--- src/rtl/mem_loader.sv ---
`default_nettype none
// ============================================================================
// Module      : mem_loader
// Description : Streams a program image from a valid/ready source into a
//               5-bit-addressed memory, then releases the CPU core.
// Revision    : 1.0 - initial release
// ============================================================================
module mem_loader #(
   parameter int WR_HOLD = 2,
   parameter int DEPTH   = 32
) (
   input  logic       clk,
   input  logic       reset,
   input  logic       start,
   input  logic       abort,
   input  logic       ld_valid,
   input  logic [7:0] ld_data,
   output logic       ld_ready,
   output logic [4:0] mem_addr,
   output logic [7:0] mem_data,
   output logic       mem_write,
   output logic       cpu_run,
   output logic       busy,
   output logic       done,
   output logic [5:0] load_cnt
);

   localparam logic [3:0] c_HOLD_LAST = 4'(WR_HOLD - 1);
   localparam logic [5:0] c_CNT_LAST  = 6'(DEPTH - 1);

   typedef enum logic [2:0] {
      S_IDLE  = 3'd0,
      S_WAIT  = 3'd1,
      S_WRITE = 3'd2,
      S_NEXT  = 3'd3,
      S_DONE  = 3'd4
   } state_t;

   state_t     r_state, w_state_nxt;
   logic [3:0] r_hold,  w_hold_nxt;
   logic [4:0] r_addr,  w_addr_nxt;
   logic [7:0] r_data,  w_data_nxt;
   logic [5:0] r_cnt,   w_cnt_nxt;
   logic       r_write, w_write_nxt;
   logic       r_done,  w_done_nxt;
   logic       r_run,   w_run_nxt;
   logic       r_busy,  w_busy_nxt;

   always_ff @(posedge clk or negedge reset) begin
      if (!reset) begin
         r_state <= S_IDLE;
         r_hold  <= 4'd0;
         r_addr  <= 5'd0;
         r_data  <= 8'h00;
         r_cnt   <= 6'd0;
         r_write <= 1'b0;
         r_done  <= 1'b0;
         r_run   <= 1'b0;
         r_busy  <= 1'b0;
      end else begin
         r_state <= w_state_nxt;
         r_hold  <= w_hold_nxt;
         r_addr  <= w_addr_nxt;
         r_data  <= w_data_nxt;
         r_cnt   <= w_cnt_nxt;
         r_write <= w_write_nxt;
         r_done  <= w_done_nxt;
         r_run   <= w_run_nxt;
         r_busy  <= w_busy_nxt;
      end
   end

   // Every output is computed one cycle ahead so it can come straight off a flop.
   always_comb begin
      w_state_nxt = r_state;
      w_hold_nxt  = r_hold;
      w_addr_nxt  = r_addr;
      w_data_nxt  = r_data;
      w_cnt_nxt   = r_cnt;
      w_write_nxt = 1'b0;
      w_done_nxt  = r_done;
      w_run_nxt   = r_run;

      unique case (r_state)
         S_IDLE, S_DONE: begin
            if (start) begin
               w_state_nxt = S_WAIT;
               w_addr_nxt  = 5'd0;
               w_cnt_nxt   = 6'd0;
               w_done_nxt  = 1'b0;
               w_run_nxt   = 1'b0;
            end
         end
         S_WAIT: begin
            if (abort) begin
               w_state_nxt = S_IDLE;
               w_done_nxt  = 1'b0;
               w_run_nxt   = 1'b0;
            end else if (ld_valid) begin
               w_data_nxt  = ld_data;
               w_write_nxt = 1'b1;
               w_hold_nxt  = 4'd0;
               w_state_nxt = S_WRITE;
            end
         end
         S_WRITE: begin
            if (abort) begin
               w_state_nxt = S_IDLE;
               w_done_nxt  = 1'b0;
               w_run_nxt   = 1'b0;
            end else if (r_hold == c_HOLD_LAST) begin
               w_state_nxt = S_NEXT;
            end else begin
               w_write_nxt = 1'b1;
               w_hold_nxt  = r_hold + 4'd1;
            end
         end
         S_NEXT: begin
            if (abort) begin
               w_state_nxt = S_IDLE;
               w_done_nxt  = 1'b0;
               w_run_nxt   = 1'b0;
            end else begin
               // The address stays on the last location instead of wrapping.
               w_cnt_nxt = r_cnt + 6'd1;
               if (r_cnt == c_CNT_LAST) begin
                  w_state_nxt = S_DONE;
                  w_done_nxt  = 1'b1;
                  w_run_nxt   = 1'b1;
               end else begin
                  w_addr_nxt  = r_addr + 5'd1;
                  w_state_nxt = S_WAIT;
               end
            end
         end
         default: begin
            w_state_nxt = S_IDLE;
         end
      endcase

      w_busy_nxt = (w_state_nxt == S_WAIT) || (w_state_nxt == S_WRITE) ||
                   (w_state_nxt == S_NEXT);
   end

   assign ld_ready  = (r_state == S_WAIT);
   assign mem_addr  = r_addr;
   assign mem_data  = r_data;
   assign mem_write = r_write;
   assign cpu_run   = r_run;
   assign busy      = r_busy;
   assign done      = r_done;
   assign load_cnt  = r_cnt;

endmodule
`default_nettype wire

--- config.mk ---
export PLATFORM = sky130hd
export DESIGN_NAME = mem_loader
export DESIGN_NICKNAME = d
export VERILOG_FILES = /design/src/rtl/mem_loader.sv
export SDC_FILE = /design/constraint.sdc
export NUM_CORES = 1
export LEC_CHECK = 0
export ABC_AREA = 1
export ABC_CLOCK_PERIOD_IN_PS = 1770
export CORE_ASPECT_RATIO = 0.7
export CORE_MARGIN = 3
export CORE_UTILIZATION = 48
export CTS_BUF_LIST = sky130_fd_sc_hd__clkbuf_16
export CTS_CLUSTER_DIAMETER = 50
export CTS_CLUSTER_SIZE = 25
export DETAILED_ROUTE_END_ITERATION = 8
export MAX_ROUTING_LAYER = met4
export PLACE_DENSITY = 0.79
export SYNTH_ARGS = -nofsm -noshare
export SYNTH_HDL_FRONTEND = slang
export SYNTH_SLANG_ARGS = --single-unit
--- constraint.sdc ---
create_clock -name clk -period 1.77 [get_ports clk]
set_input_delay 0.2655 -clock clk [delete_from_list [all_inputs] [get_ports clk]]
set_output_delay 0.2655 -clock clk [all_outputs]
set_load 0.01 [all_outputs]
==> qor.txt, run 1 <==
CTS H-tree lvls - 2
Yosys reg bits - 29
Cell count after synthesis - 182
Max Fclk - 626 MHz
DR iter-0 viols - 97
Post-Syn Area per Cell - 8.08 sq um
Share of layout cells above drive strength 1 - 12.7%
Avg WL per Cell - 12.6 microns
CP Capture Type - output pin
Die Height - 52.3 microns
Synth top area cells - dfrtp_1, nand2_1, nor2_1, ha_1, nand3_1
Met2 wire length - 1.47 mm
Setup violations, final - 0
Post-synthesis sequential area ratio - 49.3%
Worst slew pin tran - 0.356 ns
Clock-pin slew on the worst setup and hold paths - 0.05 ns
Number of global-route vias before repair - 1,345
Cell mode on critical path - inv_2
Largest net degree at the start of global routing - 30
Slowest stage delay, CP - 0.45 ns
Area grow syn2layout - 39.9%
Final ANT Viol Nets - 0
Core ar. - 2860 sq um
Mapped Area - 1470 sq um
Netlist cell types - 23
Routability congestion estimate - 0.829
Synth top area share - 49.3%
Tot GR Track Use - 21.1%
Min-Delay Path Class - input pin to asynchronous set/reset pin
Routed vias/inst - 5.02
Commonest non-fill, non-tap cell in the layout - nand2_1
DP Worst Slack - 0.104 ns
Max_cap viols - 0
FILL cells - 223
Total placed cells including tap cells - 255
Min Tclk post-route - 1.60 ns
Setup ws final - 0.174 ns
Initial Util - 51.4%
First-pass GRT wire length - 5.91 mm
Multi-input logic area - 678 sq um
GRT Residual Overflow - 0
Total power draw - 0.00267 W
Slew headroom - 76.3%
Detail Placement HPWL - 2.50 mm
Synth area leader - dfrtp_1
Post-DP Area - 1880 sq um
Input/output buffers - 36
Crit path max fanout - 4
Leak - 1.01 nW
Net Count, Synth - 199
CTS Buf Count - 5
CTS sink cnt - 29
Period utilization - 90.2%
Outcome - finished, final reports clean
Setup Crit Path Kind - flip-flop to output pin
Top Ports - 37
CP arrival - 1.33 ns
Metal1 wirelength - 1.67 mm
Die Span X - 72.2 microns
CTS root buf - clkbuf_16
Die footprint - 3780 sq um
CP Launch Type - flip-flop
Top sig layer - met3
First-pass DRT Iterations - 4
Ys Warns - 0
Final instance area - 2060 sq um
RSZ-0062 raised after global routing - false
CTS tree - built
Vias - 1,326
Worst-case clock skew - 0.00469 ns
CP cell instances - inv_2 > nand3_2 > inv_2 > dlygate4sd2_1
CP required - 1.50 ns
Antenna Cells - 0
Slowest CP cell - dfrtp_2
Fin nets - 244
Final wirelength - 3.34 mm
Metal3 WL - 201 microns
Final hold vios - 0
Maximum clock insertion buffer count - 2
Max Slew Vio Count - 0
Skew-Pair Late Insertion Delay - 0.27 ns
Commonest cells after routing, fill and taps aside - nand2_1, clkdlybuf4s50_1, dfrtp_1
Placement Rows - 16
Worst R2R Path Depth - 8
Register area - 727 sq um
Final setup TNS - 0 ns
Post-route DRC - 0
VDD IR max - 840 uV
Antenna violations before repair - 0
Power per Cell Area - 1300 nW/um^2
Final non-filler cell total - 264
## flip-flops by register name, indices dropped and copies added (netlist names)
| register | cells |
|---|---|
| cpu_run | 1 |
| mem_data | 8 |
| r_hold | 4 |
| load_cnt | 6 |
| r_state | 3 |
| mem_addr | 5 |
| mem_write | 1 |
| busy | 1 |
## synthesized netlist by cell type
cell type,n
ha_1,4
buf_4,1
or2_0,1
inv_2,5
nand3_4,1
nor3_4,1
nor2_2,2
inv_1,11
xnor2_1,2
nand3_1,9
nor2_4,1
nand4_1,2
o31ai_1,1
nor2_1,21
dfrtp_1,29
nand3_2,2
o21ai_0,1
nand2_2,5
o21ai_1,4
xor2_1,4
nor3_2,1
nand2_1,71
a21oi_1,3
## power breakdown
part	total [W]	switching [W]	internal [W]
Clock	0.000943	0.000286	0.000657
Sequential	0.000953	0.000133	0.000819
Combinational	0.000772	0.000395	0.000376
## through the flow
stage | hold WS, ns | util [%]
2_1_floorplan | -0.0301 | -
3_3_place_gp | 0.461 | 65.8
3_5_place_dp | 0.473 | 65.8
4_1_cts | 0.383 | 71.9
5_1_grt | 0.405 | 71.9
6_report | 0.366 | 71.9
## routing by layer
metal / GRT usage (%) / vias to the layer above
met5: - / -
met4: 3.75 / 0
met3: 6.13 / 0
met2: 32.9 / 48
met1: 27.9 / 624
li1: - / 654
## repair_timing
item,CTS,global route
resized for setup,2,0
setup endpoints to repair,1,0
buffers inserted,1,0
hold buffers,0,0
## cell families after synthesis
family | count (synthesis) | synth area share [%]
xor+xnor | 6 | 3.57
compound gates | 9 | 3.23
flops | 29 | 49.3
buf+inv | 17 | 4.59
fa+ha+maj | 4 | 3.40
simple gates | 117 | 35.9
## path summary, 6_finish.rpt
kind                       slack [ns]                    start                       to
max                              0.17     r_state[2]$_DFF_PN0_                 ld_ready
min reg2reg                      0.48  mem_data[7]$_DFFE_PN0P_  mem_data[7]$_DFFE_PN0P_
max reg2reg                      0.30  load_cnt[0]$_DFFE_PN0P_           busy$_DFF_PN0_
min                              0.37                    reset  load_cnt[4]$_DFFE_PN0P_
max in group asynchronous        1.12                    reset     r_state[2]$_DFF_PN0_
min in group clk                 0.48  mem_data[7]$_DFFE_PN0P_  mem_data[7]$_DFFE_PN0P_
## critical path, delay by kind of cell (launching register included)
family,cells,cell delay [ns]
AND/OR/NAND/NOR,1,0.13
buffers and inverters,3,0.48
flip-flops,1,0.45
## cell type report
type	instances	share of cell area, %
sequential	29	35.3
multi-input combinational	136	32.9
timing repair buffer	39	18.5
clock buffer	5	6.08
inverter	16	2.92
tap	36	2.19
clock inverter	3	2.01
Note: power is estimated with default switching activity, not from simulation.
==> run 2: changes to the inputs <==
CTS_CLUSTER_DIAMETER = 150   (was 50)
==> results of run 2 <==
Same layout as run 1: the final DEF is identical, and so are final timing and power.
==> run 3: changes to the inputs <==
CORE_UTILIZATION = 40   (was 48)
PLACE_DENSITY = 0.68   (was 0.79)
==> qor.txt, run 3 (same netlist as run 1, synthesis figures left out) <==
Post-route DRC - 0 (unchanged)
CP Launch Type - flip-flop
Clock power share - 35.7% (+0.3 points)
Logic pwr share - 28.5% (-0.4 points)
Outcome - finished, final reports clean
Final ANT Viol Nets - 0 (unchanged)
Setup violations, final - 0 (unchanged)
Final wirelength - 3.30 mm (-1.1%)
# resized after CTS - 2 (unchanged)
Worst R2R Path Depth - 8 (unchanged)
Max_cap viols - 0 (unchanged)
Avg WL per Cell - 12.0 microns (-4.7%)
CP required - 1.50 ns (about the same)
Max reg flops - 8 (unchanged)
Worst-case clock skew - 0.00504 ns (+0.000349 ns)
Register area - 727 sq um (unchanged)
GRT Residual Overflow - 0 (unchanged)
Max Slew Vio Count - 0 (unchanged)
Fin nets - 243 (-0.41%)
Max Fclk - 624 MHz (-0.43%)
DR iter-0 viols - 124 (+28%)
CP Capture Type - output pin
Antenna violations before repair - 0 (unchanged)
Vias - 1,269 (-4.3%)
Setup ws final - 0.167 ns (-0.00691 ns)
Detail Placement HPWL - 2.45 mm (-1.9%)
CTS root buf - clkbuf_16
Top Ports - 37 (unchanged)
CP arrival - 1.34 ns (about the same)
RSZ-0062 raised after global routing - false
Net load switching power - 0.000804 W (-1.4%)
Routability congestion estimate - 0.902 (+8.8%)
Clock-pin slew on the worst setup and hold paths - 0.05 ns (about the same)
First-pass GRT wire length - 5.95 mm (+0.81%)
DP Worst Slack - 0.0964 ns (-0.00760 ns)
Die Span X - 78.5 microns (+8.7%)
CTS H-tree lvls - 2 (unchanged)
Total power draw - 0.00265 W (-0.68%)
Initial Util - 44.1% (-7.3 points)
Area grow syn2layout - 40.3%
CTS sink cnt - 29 (unchanged)
Antenna Cells - 0 (unchanged)
RR Endpoint - busy$_DFF_PN0_
CTS Buf Count - 5 (unchanged)
Maximum clock insertion buffer count - 2 (unchanged)
Placement Rows - 17 (+1)
First-pass DRT Iterations - 4 (unchanged)
Min Tclk post-route - 1.60 ns (+0.00691 ns)
Die footprint - 4450 sq um (+18%)
Routed vias/inst - 4.63 (-7.8%)
Period utilization - 90.6% (+0.39 points)
Commonest cells after routing, fill and taps aside - nand2_1, clkdlybuf4s50_1, dfrtp_1
Die Height - 56.7 microns (+8.4%)
Setup Buffers After CTS - 0 (-1)
Setup Crit Path Kind - flip-flop to output pin
Commonest non-fill, non-tap cell in the layout - nand2_1
Slew headroom - 75.0% (-1.3 points)
Number of global-route vias before repair - 1,297 (-3.6%)
Min-Delay Path Class - input pin to asynchronous set/reset pin
Share of layout cells above drive strength 1 - 12.3% (-0.38 points)
Multi-input logic area - 678 sq um (unchanged)
Core ar. - 3340 sq um (+17%)
Post-DP Area - 1900 sq um (+0.73%)
Reg-to-Reg Start - load_cnt[0]$_DFFE_PN0P_
Tot GR Track Use - 17.8% (-3.4 points)
CTS tree - built
Largest net degree at the start of global routing - 30 (unchanged)
VDD IR max - 804 uV (-4.3%)
Sw Ratio - 30.3% (-0.23 points)
Hold buffers post-CTS - 0 (unchanged)
Skew-Pair Late Insertion Delay - 0.28 ns (about the same)
Worst slew pin tran - 0.375 ns (+0.0192 ns)
Input/output buffers - 36 (unchanged)
Int Pwr - 0.00185 W (-0.35%)
Final instance area - 2060 sq um (+0.30%)
Seq pwr share - 35.8% (about the same)
Leak - 1.00 nW (-0.53%)
FILL cells - 290 (+30%)
Hold WS - 0.371 ns (+0.00560 ns)
Power per Cell Area - 1280 nW/um^2 (-0.98%)
Flop2flop setup slack - 0.31 ns (about the same)
Final setup TNS - 0 ns (unchanged)
Final hold vios - 0 (unchanged)
Crit path max fanout - 4 (unchanged)
-- run 3: cell count changes in the layout (fill, tap and decap cells not counted), sizes merged --
cell / delta
buf: -1
-- run 3: metrics by stage --
| step | utilization (%) | instances |
|---|---|---|
| 3_5_place_dp | 56.8 | 266 |
| 6_report | 61.8 | 274 |
| 3_3_place_gp | 56.8 | 266 |
| 4_1_cts | 61.8 | 274 |
| 2_1_floorplan | - | 182 |
| 5_1_grt | 61.8 | 274 |
-- run 3: worst max-delay path, cell delays in order, from the launching register on --
cell and delay [ns]:
dfrtp_2 0.45, inv_2 0.10, nand3_2 0.13, inv_2 0.11, dlygate4sd2_1 0.27
-- run 3: layout make-up --
cell class                 instances  area share [%]
inverter                          16            2.91
clock buffer                       5            6.06
multi-input combinational        136            32.8
tap                               47            2.85
timing repair buffer              38            18.1
sequential                        29            35.2
clock inverter                     3            2.00
-- run 3: per-layer routing --
layer  up-vias  routed length (microns)  track usage [%]
met1       578                     1690             25.3
met3         2                      221             5.93
met4         0                       30             5.99
met2        40                     1360             23.4
met5         -                        0                -
li1        649                        -                -
-- run 3: worst max-delay path by stage --
stage                       startpoint                 endpoint  slack [ns]  depth (start not counted)
2_1_floorplan  load_cnt[0]$_DFFE_PN0P_           busy$_DFF_PN0_        0.45                          8
3_3_place_gp      r_state[2]$_DFF_PN0_                 ld_ready        0.19                          4
3_5_place_dp                     abort  mem_addr[4]$_DFFE_PN0P_         0.1                          7
4_1_cts           r_state[2]$_DFF_PN0_                 ld_ready        0.15                          4
5_1_grt           r_state[1]$_DFF_PN0_                 ld_ready        0.09                          4
6_report          r_state[2]$_DFF_PN0_                 ld_ready        0.17                          4
-- run 3: power by group through the flow --
| stage | combinational [W] | clock (W) | sequential [W] |
|---|---|---|---|
| after floorplan | 0.000324 | 0 | 0.000994 |
| after global placement | 0.000762 | 0 | 0.000945 |
| after detailed placement | 0.000769 | 0 | 0.000952 |
| after CTS | 0.000766 | 0.000969 | 0.000949 |
| after global routing | 0.000849 | 0.00100 | 0.000972 |
| final | 0.000755 | 0.000945 | 0.000949 |
